$ cat src/rtl/vga_pkg.sv
// rtl/vga_pkg.sv - VGA 640x480@60 timing constants and framebuffer helpers for the scan-out path
package vga_pkg;

    localparam int H_ACTIVE   = 640;
    localparam int H_FP       = 16;
    localparam int H_SYNC     = 96;
    localparam int H_BP       = 48;
    localparam int H_TOTAL    = H_ACTIVE + H_FP + H_SYNC + H_BP;
    localparam int V_ACTIVE   = 480;
    localparam int V_FP       = 10;
    localparam int V_SYNC     = 2;
    localparam int V_BP       = 33;
    localparam int V_TOTAL    = V_ACTIVE + V_FP + V_SYNC + V_BP;

    localparam int CNT_W      = 10;
    localparam int SCALE_LOG2 = 2;
    localparam int FB_W       = 160;
    localparam int FB_H       = 120;
    localparam int FB_ADDR_W  = 15;
    localparam int COLOR_W    = 3;

    typedef logic [COLOR_W-1:0] color_t;

    localparam color_t BLACK   = 3'b000;
    localparam color_t MAGENTA = 3'b101;
    localparam color_t YELLOW  = 3'b110;
    localparam color_t WHITE   = 3'b111;
    localparam color_t RED     = 3'b100;

    // y*160 + x as y*128 + y*32 + x, keeping the address path multiplier-free
    function automatic logic [FB_ADDR_W-1:0] fb_addr(input logic [7:0] x, input logic [6:0] y);
        logic [FB_ADDR_W-1:0] yw;
        yw = {{(FB_ADDR_W-7){1'b0}}, y};
        return (yw << 7) + (yw << 5) + {{(FB_ADDR_W-8){1'b0}}, x};
    endfunction

    function automatic logic [23:0] color_expand(input color_t c);
        return {{8{c[2]}}, {8{c[1]}}, {8{c[0]}}};
    endfunction

endpackage

$ cat src/rtl/vga_fb_scanout_if.sv
// rtl/vga_fb_scanout_if.sv - framebuffer read port between scan-out (master) and pixel memory (slave)
interface vga_fb_scanout_if;
    import vga_pkg::*;

    logic                 rd_en;
    logic [FB_ADDR_W-1:0] rd_addr;
    logic [COLOR_W-1:0]   rd_data;

    modport master (output rd_en, output rd_addr, input rd_data);
    modport slave  (input rd_en, input rd_addr, output rd_data);

endinterface

$ cat src/rtl/vga_timing_gen.sv
// rtl/vga_timing_gen.sv - h/v counters with active, sync, vblank and frame_start decode
module vga_timing_gen #(
    parameter int H_ACTIVE = vga_pkg::H_ACTIVE,
    parameter int H_FP     = vga_pkg::H_FP,
    parameter int H_SYNC   = vga_pkg::H_SYNC,
    parameter int H_BP     = vga_pkg::H_BP,
    parameter int V_ACTIVE = vga_pkg::V_ACTIVE,
    parameter int V_FP     = vga_pkg::V_FP,
    parameter int V_SYNC   = vga_pkg::V_SYNC,
    parameter int V_BP     = vga_pkg::V_BP
) (
    input  logic                     clk,
    input  logic                     reset_n,
    input  logic                     enable,
    output logic [vga_pkg::CNT_W-1:0] h_cnt,
    output logic [vga_pkg::CNT_W-1:0] v_cnt,
    output logic                     active,
    output logic                     hs_raw,
    output logic                     vs_raw,
    output logic                     vblank,
    output logic                     frame_start
);
    import vga_pkg::*;

    localparam logic [CNT_W-1:0] H_LAST = CNT_W'(H_ACTIVE + H_FP + H_SYNC + H_BP - 1);
    localparam logic [CNT_W-1:0] V_LAST = CNT_W'(V_ACTIVE + V_FP + V_SYNC + V_BP - 1);
    localparam logic [CNT_W-1:0] H_VIS  = CNT_W'(H_ACTIVE);
    localparam logic [CNT_W-1:0] V_VIS  = CNT_W'(V_ACTIVE);
    localparam logic [CNT_W-1:0] HS_BEG = CNT_W'(H_ACTIVE + H_FP);
    localparam logic [CNT_W-1:0] HS_END = CNT_W'(H_ACTIVE + H_FP + H_SYNC);
    localparam logic [CNT_W-1:0] VS_BEG = CNT_W'(V_ACTIVE + V_FP);
    localparam logic [CNT_W-1:0] VS_END = CNT_W'(V_ACTIVE + V_FP + V_SYNC);

    // Gating with enable lets the downstream pipeline flush to blank while counters sit at 0
    assign active = enable && (h_cnt < H_VIS) && (v_cnt < V_VIS);
    assign hs_raw = !enable || !((h_cnt >= HS_BEG) && (h_cnt < HS_END));
    assign vs_raw = !enable || !((v_cnt >= VS_BEG) && (v_cnt < VS_END));

    always_ff @(posedge clk or negedge reset_n) begin
        if (!reset_n) begin
            h_cnt       <= '0;
            v_cnt       <= '0;
            vblank      <= 1'b0;
            frame_start <= 1'b0;
        end else if (!enable) begin
            h_cnt       <= '0;
            v_cnt       <= '0;
            vblank      <= 1'b0;
            frame_start <= 1'b0;
        end else begin
            frame_start <= (h_cnt == '0) && (v_cnt == '0);
            vblank      <= (v_cnt >= V_VIS);
            if (h_cnt == H_LAST) begin
                h_cnt <= '0;
                v_cnt <= (v_cnt == V_LAST) ? '0 : v_cnt + 1'b1;
            end else begin
                h_cnt <= h_cnt + 1'b1;
            end
        end
    end

endmodule

$ cat src/rtl/vga_fb_scanout.sv
// rtl/vga_fb_scanout.sv - 160x120 framebuffer scan-out to 640x480 VGA with 4x4 pixel scaling
module vga_fb_scanout #(
    parameter int H_ACTIVE = vga_pkg::H_ACTIVE,
    parameter int H_FP     = vga_pkg::H_FP,
    parameter int H_SYNC   = vga_pkg::H_SYNC,
    parameter int H_BP     = vga_pkg::H_BP,
    parameter int V_ACTIVE = vga_pkg::V_ACTIVE,
    parameter int V_FP     = vga_pkg::V_FP,
    parameter int V_SYNC   = vga_pkg::V_SYNC,
    parameter int V_BP     = vga_pkg::V_BP
) (
    input  logic              clk,
    input  logic              reset_n,
    input  logic              enable,
    vga_fb_scanout_if.master  fb,
    output logic [7:0]        vga_r,
    output logic [7:0]        vga_g,
    output logic [7:0]        vga_b,
    output logic              vga_hs,
    output logic              vga_vs,
    output logic              vga_blank_n,
    output logic              vga_sync_n,
    output logic              vblank,
    output logic              frame_start
);
    import vga_pkg::*;

    logic [CNT_W-1:0] h_cnt;
    logic [CNT_W-1:0] v_cnt;
    logic             active;
    logic             hs_raw;
    logic             vs_raw;
    logic             hs_0, vs_0;
    logic             act_1, hs_1, vs_1;

    vga_timing_gen #(
        .H_ACTIVE (H_ACTIVE),
        .H_FP     (H_FP),
        .H_SYNC   (H_SYNC),
        .H_BP     (H_BP),
        .V_ACTIVE (V_ACTIVE),
        .V_FP     (V_FP),
        .V_SYNC   (V_SYNC),
        .V_BP     (V_BP)
    ) u_timing (
        .clk         (clk),
        .reset_n     (reset_n),
        .enable      (enable),
        .h_cnt       (h_cnt),
        .v_cnt       (v_cnt),
        .active      (active),
        .hs_raw      (hs_raw),
        .vs_raw      (vs_raw),
        .vblank      (vblank),
        .frame_start (frame_start)
    );

    assign vga_sync_n = 1'b0;

    // rd_en doubles as the stage-0 active bit; sync terms travel alongside so nothing skews
    always_ff @(posedge clk or negedge reset_n) begin
        if (!reset_n) begin
            fb.rd_en    <= 1'b0;
            fb.rd_addr  <= '0;
            hs_0        <= 1'b1;
            vs_0        <= 1'b1;
            act_1       <= 1'b0;
            hs_1        <= 1'b1;
            vs_1        <= 1'b1;
            vga_r       <= '0;
            vga_g       <= '0;
            vga_b       <= '0;
            vga_hs      <= 1'b1;
            vga_vs      <= 1'b1;
            vga_blank_n <= 1'b0;
        end else begin
            fb.rd_en <= active;
            if (active) begin
                fb.rd_addr <= fb_addr(h_cnt[SCALE_LOG2 +: 8], v_cnt[SCALE_LOG2 +: 7]);
            end
            hs_0 <= hs_raw;
            vs_0 <= vs_raw;

            act_1 <= fb.rd_en;
            hs_1  <= hs_0;
            vs_1  <= vs_0;

            {vga_r, vga_g, vga_b} <= act_1 ? color_expand(fb.rd_data) : color_expand(BLACK);
            vga_blank_n           <= act_1;
            vga_hs                <= hs_1;
            vga_vs                <= vs_1;
        end
    end

endmodule
$ cat src/flat_wrapper.sv
// flat-port wrapper written by rule: the top's interface ports become plain ports
module vga_fb_scanout_flat import vga_pkg::*;
#(
    parameter int H_ACTIVE = vga_pkg::H_ACTIVE,
    parameter int H_FP     = vga_pkg::H_FP,
    parameter int H_SYNC   = vga_pkg::H_SYNC,
    parameter int H_BP     = vga_pkg::H_BP,
    parameter int V_ACTIVE = vga_pkg::V_ACTIVE,
    parameter int V_FP     = vga_pkg::V_FP,
    parameter int V_SYNC   = vga_pkg::V_SYNC,
    parameter int V_BP     = vga_pkg::V_BP
)
  (clk, reset_n, enable, vga_r, vga_g, vga_b, vga_hs, vga_vs, vga_blank_n, vga_sync_n, vblank, frame_start, fb_rd_en, fb_rd_addr, fb_rd_data);
  vga_fb_scanout_if fb_i ();
  input  logic clk;
  input  logic reset_n;
  input  logic enable;
  output logic [7:0] vga_r;
  output logic [7:0] vga_g;
  output logic [7:0] vga_b;
  output logic vga_hs;
  output logic vga_vs;
  output logic vga_blank_n;
  output logic vga_sync_n;
  output logic vblank;
  output logic frame_start;
  output wire logic [$bits(fb_i.rd_en)-1:0] fb_rd_en;
  output wire logic [$bits(fb_i.rd_addr)-1:0] fb_rd_addr;
  input wire logic [$bits(fb_i.rd_data)-1:0] fb_rd_data;
  assign fb_rd_en = fb_i.rd_en;
  assign fb_rd_addr = fb_i.rd_addr;
  assign fb_i.rd_data = fb_rd_data;
  vga_fb_scanout #(.H_ACTIVE(H_ACTIVE), .H_FP(H_FP), .H_SYNC(H_SYNC), .H_BP(H_BP), .V_ACTIVE(V_ACTIVE), .V_FP(V_FP), .V_SYNC(V_SYNC), .V_BP(V_BP)) u_core (.clk(clk), .reset_n(reset_n), .enable(enable), .fb(fb_i), .vga_r(vga_r), .vga_g(vga_g), .vga_b(vga_b), .vga_hs(vga_hs), .vga_vs(vga_vs), .vga_blank_n(vga_blank_n), .vga_sync_n(vga_sync_n), .vblank(vblank), .frame_start(frame_start));
endmodule
$ cat config.mk
export PLATFORM = sky130hd
export DESIGN_NAME = vga_fb_scanout_flat
export DESIGN_NICKNAME = d
export VERILOG_FILES = /design/src/rtl/vga_pkg.sv /design/src/rtl/vga_fb_scanout_if.sv /design/src/rtl/vga_timing_gen.sv /design/src/rtl/vga_fb_scanout.sv /design/src/flat_wrapper.sv
export SDC_FILE = /design/constraint.sdc
export NUM_CORES = 1
export LEC_CHECK = 0
export BUFFER_PORTS_ARGS = -buffer_cell sky130_fd_sc_hd__buf_2
export CAP_MARGIN = 10
export CORE_AREA = 4 4 97 108
export DETAILED_ROUTE_END_ITERATION = 8
export DIE_AREA = 0 0 101 112
export GPL_TIMING_DRIVEN = 0
export SKIP_CTS_REPAIR_TIMING = 1
export SLEW_MARGIN = 20
export SYNTH_ARGS = -nofsm -noshare
export SYNTH_HDL_FRONTEND = slang
export SYNTH_SLANG_ARGS = --single-unit
$ cat constraint.sdc
create_clock -name clk -period 2.7 [get_ports clk]
set_input_delay 0.81 -clock clk [delete_from_list [all_inputs] [get_ports clk]]
set_output_delay 0.81 -clock clk [all_outputs]
set_load 0.01 [all_outputs]
After elaboration in Yosys (flattened, before gate mapping)
Cells that the tools add are included.

$add $sub $neg: 4. $lt $le $gt $ge: 7. Equality and inequality tests: 3. Mux-type cells: 8. Reduce and logical (&&, ||, !) cells: 12.

Operators with widths (number): 10-bit 2-to-1 mux (5); 24-bit 2-to-1 mux (1); 10-bit by 1-bit adder with 10-bit output, second input constant (2); 10-bit == test, second input constant (2); 10-bit by 9-bit >= comparator with 1-bit output, second input constant (2); 10-bit zero test (2); 10-bit less-than comparator, second input constant (2); 10-bit by 9-bit less-than comparator with 1-bit output, second input constant (2); 14-bit by 12-bit adder with 15-bit output (1); 15-bit by 8-bit adder with 15-bit output (1); 10-bit >= comparator, second input constant (1); 1-bit logical AND (5); 1-bit zero test (3); 1-bit logical OR (2); 1-bit 2-to-1 mux (2); 2-bit by 1-bit != test with 1-bit output, second input constant (1).

Bits in registers: 70. Input port bits: 6. Output and inout port bits: 46. Word-level logic and storage cells: 51.

Depth between registers and ports, before layout
Depth after elaboration: 4. Depth in mapped cells: 8. Gate-level depth less buffers: 8.

Cells and area by module
From an unflattened synthesis, not the netlist that was laid out.

Cell total of the unflattened synthesis: 255. Area total of the unflattened synthesis: 2777.7 um2.

By module, submodules not included: vga_fb_scanout (times used 1, cells each 125, area each 1470.2 um2, sequential area each 683.2 um2); vga_timing_gen (times used 1, cells each 130, area each 1307.5 um2, sequential area each 550.5 um2).

Worst setup path after synthesis
OpenSTA, ideal clock, no wires.

Path kind: flip-flop to flip-flop. From: register u_core.u_timing.v_cnt[2] (netlist bit). To: register u_core.fb.rd_addr[14]. Setup time: 0.124 ns. Data arrival time: 2.346 ns. Required time: 2.576 ns. Setup slack: 0.230 ns. Stages on the path, launching flop included: 9. Path buffers: 0. Period minus slack after synthesis: 2.470 ns. Cell sequence: dfrtp_1 inv_1 fa_1 inv_1 fa_1 a211oi_1 o21ai_0 and3_1 o31a_1.

Cells in the longest elaborated chain, start to end: 2. Elaborated cells between the ends (all ways): 4. Those cells by class: add/sub (2); order compare (1); reduce/logical (1).

RTL lines: from (decl) (line vga_timing_gen.sv:16) `output logic [vga_pkg::CNT_W-1:0] v_cnt,`; from (signal assigned) (line vga_timing_gen.sv:55) `v_cnt <= (v_cnt == V_LAST) ? '0 : v_cnt + 1'b1;`; 14-bit by 12-bit adder with 15-bit output or 10-bit by 9-bit less-than comparator with 1-bit output (tied branches) (line vga_pkg.sv:34, vga_timing_gen.sv:35); 15-bit by 8-bit adder with 15-bit output or 1-bit logical AND (tied branches) (line vga_pkg.sv:34, vga_timing_gen.sv:35); to (signal assigned) (line vga_fb_scanout.sv:79) `fb.rd_addr <= fb_addr(h_cnt[SCALE_LOG2 +: 8], v_cnt[SCALE_LOG2 +: 7]);`; to (decl) (line vga_fb_scanout_if.sv:9) `modport master (output rd_en, output rd_addr, input rd_data);`.

Several ways; a longest one is shown, not always the timed one. A chain may end at the register's enable or synchronous reset.

Worst setup path in the final report
From: register u_core.u_timing.v_cnt[4] (netlist bit). To: register u_core.fb.rd_addr[14].

Same word-level chain as after synthesis.

==> reports/results.tsv <==
stage	metric	value	unit
outcome	status	finished, final reports clean	
routing	wirelength	5630	um
global_routing	grt-ovfl-total	0	
setup_path	path_class	reg -> reg	
clocking	cts_num_sinks	49	
floorplan	core-area	0.00931	mm^2
hold_path	holdPathStages	0	
sta	fmax	392	MHz
clocking	clkTransAtPathRegs	0.10	ns
clocking	root_buffer	clkbuf_8	
routing	vias_per_cell	4.65	
setup_path	crit_arrival	2.75	ns
routing	drtPass1Iterations	5	
floorplan	fp-row-count	37	
setup_path	worstReg2RegStart	u_core.u_timing.v_cnt[4]	
final_layout	syn_to_final_growth	18.7	%
sta	tightest_slew	0.670	ns
routing	via_count	2116	
floorplan	num_io_pins	52	
sta	clock_skew	0.00844	ns
clocking	clkLatencyLatePin	0.31	ns
setup_path	cp.required	2.90	ns
setup_path	path_delay_family	adder cells	
final_layout	fillers	963	
synthesis	yosysWarnings	0	
synthesis	ys_seq_area_frac	0.450	
synthesis	synth_cell_type_count	45	
final_layout	n_antenna_cell	0	
final_layout	final_common_cell	buf_2	
final_layout	final_cell_mix	buf_2 (51), dfrtp_1 (40), nand2_1 (35)	
synthesis	avgSynthCellArea	9.82	um^2
power	powerDensity	409	mW/mm^2
setup_path	end_kind	register	
routing	drcViolationCount	0	
global_routing	grt_antenna_before_repair	0	
sta	min_period_over_period	0.946	
floorplan	die_h	112	um
sta	drv_slew	0	
hold_path	hp-class	reg -> reg	
global_routing	grt_pass1_vias	2009	
sta	hold_slack	0.359	ns
synthesis	syn-num-nets	305	
routing	ant_nets	0	
sta	setup_slack	0.147	ns
synthesis	netlist_instances	279	
final_layout	seqCellArea	0.00124	mm^2
sta	min_period	2.55	ns
setup_path	critPathMaxStageDelay	0.50	ns
final_layout	fin_cells	455	
hold_path	hold_start	u_core.hs_0	
placed_design	portBuffers	49	
placed_design	placedCellCount	445	
synthesis	ys_ff_latch	49	
sta	setup_viol	0	
clocking	cts_inserted_buffers	5	
placed_design	gp_congestion	0.798	
floorplan	die-area	0.0113	mm^2
global_routing	grt_first_pass_wirelength	9320	um
placed_design	dp_slack	0.0211	ns
synthesis	synthArstFlopShare	1.00	
final_layout	finish.net_count	363	
setup_path	slowest_stage	fa_1	
global_routing	grt_max_degree	50	
floorplan	die_w	101	um
setup_path	r2r-end	u_core.fb.rd_addr[14]	
setup_path	crit_path_max_fanout	8	
power	power_leakage	1.63	nW
power	ir_drop	216	uV
clocking	htreeDepth	2	
clocking	cts_buffer_depth	2	
final_layout	multi_input_area	0.00124	mm^2
flow_run	max_cap_viol_count	0	
synthesis	synth_ff_type	dfrtp_1	
clocking	cts_tree	yes	
hold_path	hold_path_end	u_core.hs_1	
final_layout	drive_above_1_share	0.322	
global_routing	track_usage	0.101	
placed_design	place_hpwl	4290	um
setup_path	critPathLaunchType	register	
setup_path	path_buf_inv	2	
sta	finalHoldViolCount	0	
routing	post_drt_wl_per_cell	12.4	um
routing	drtIter0Drc	215	
floorplan	initial_utilization	0.294	
synthesis	synth_edf_count	0	
setup_path	crit_chain	inv_1 > fa_1 > inv_1 > fa_1 > a211oi_2 > o21ai_0 > and3_1 > o31a_1	
synthesis	synth_area	0.00274	mm^2
setup_path	rrSetupSlack	0.15	ns
setup_path	rr_worst_depth	8	
sta	maxSlewHeadroom	0.549	
power	fin_total_pwr	1.33	mW
[per-layer routing]
layer	global-route usage	routed length (um)	up-vias
li1	-	-	1064
met1	0.122	2330	999
met2	0.172	2880	44
met3	0.0213	280	9
met4	0.0399	139	0
met5	0	0	-
[cells by family after synthesis]
logic type / Yosys count / synth area share
simple gates: 110 / 0.202
flops: 49 / 0.450
compound gates: 45 / 0.116
buf+inv: 44 / 0.100
fa+ha+maj: 20 / 0.0968
xor+xnor: 8 / 0.0256
mux: 2 / 0.00731
other cells: 1 / 0.00137
[where the power goes]
group / internal (mW) / switching, mW
clock: 0.187 / 0.263
sequential: 0.745 / 0.0115
combinational: 0.0554 / 0.0677
[flip-flops by register name (all words and copies together) (netlist names)]
signal	count
u_core.hs_0	1
u_core.u_timing.frame_start	1
u_core.hs_1	1
u_core.vga_blank_n	1
u_core.u_timing.h_cnt	10
u_core.vga_hs	1
u_core.vga_b	1
u_core.vs_0	1
u_core.vga_vs	1
u_core.fb.rd_en	1
u_core.u_timing.vblank	1
u_core.act_1	1
u_core.vga_r	1
u_core.fb.rd_addr	15
u_core.u_timing.v_cnt	10
u_core.vs_1	1
u_core.vga_g	1
[cell type report]
cell class | instances | area share
sequential | 49 | 0.381
multi-input combinational | 186 | 0.380
timing repair buffer | 51 | 0.0808
buffer | 28 | 0.0658
tap | 117 | 0.0450
clock buffer | 5 | 0.0212
inverter | 16 | 0.0185
clock inverter | 3 | 0.00770
[through the flow]
stage | util | area, um^2 | setup TNS [ns]
6_report | 0.349 | 3250 | 0
3_3_place_gp | 0.336 | 3130 | -0.00359
4_1_cts | 0.347 | 3220 | -0.0186
5_1_grt | 0.349 | 3250 | -0.0159
2_1_floorplan | - | 2740 | 0
3_5_place_dp | 0.336 | 3130 | 0
[worst register-to-register path, cell delays in order (launching register included)]
cell and delay (ns):
dfrtp_2 0.45, inv_1 0.09, fa_1 0.50, inv_1 0.07
fa_1 0.49, a211oi_2 0.26, o21ai_0 0.15, and3_1 0.21
o31a_1 0.24
[how the worst max path moves through the flow]
stage	start	endpoint	slack, ns	cells after the start
final	u_core.u_timing.v_cnt[4]	u_core.fb.rd_addr[14]	0.15	8
after global routing	u_core.u_timing.v_cnt[4]	u_core.fb.rd_addr[14]	-0.02	8
after CTS	u_core.u_timing.v_cnt[2]	u_core.fb.rd_addr[14]	-0.02	8
after detailed placement	u_core.u_timing.v_cnt[2]	u_core.fb.rd_addr[14]	0.02	8
after global placement	u_core.u_timing.v_cnt[2]	u_core.fb.rd_addr[14]	-0.004	8
after floorplan	u_core.u_timing.v_cnt[2]	u_core.fb.rd_addr[14]	0.23	8
[synth_stat cells (3+ instances only)]
master / instances / area (um^2)
nor2_1: 19 / 71.3
a21oi_1: 8 / 40.0
and2_1: 5 / 31.3
ha_1: 18 / 225
nand3_1: 11 / 55.1
nand2_1: 35 / 131
buf_4: 22 / 165
a211oi_1: 4 / 30.0
xnor2_1: 6 / 52.6
buf_6: 3 / 33.8
inv_1: 15 / 56.3
nand4_1: 10 / 62.6
o21ai_0: 15 / 75.1
or4_1: 3 / 22.5
nor4_1: 5 / 31.3
buf_2: 3 / 15.0
nor3_1: 5 / 25.0
o31ai_2: 3 / 37.5
dfrtp_1: 43 / 1080
o211ai_1: 4 / 30.0
a21o_1: 3 / 22.5
dfstp_2: 6 / 158
or3_1: 4 / 25.0
or2_2: 3 / 18.8
(Power assumes the default switching activity.)
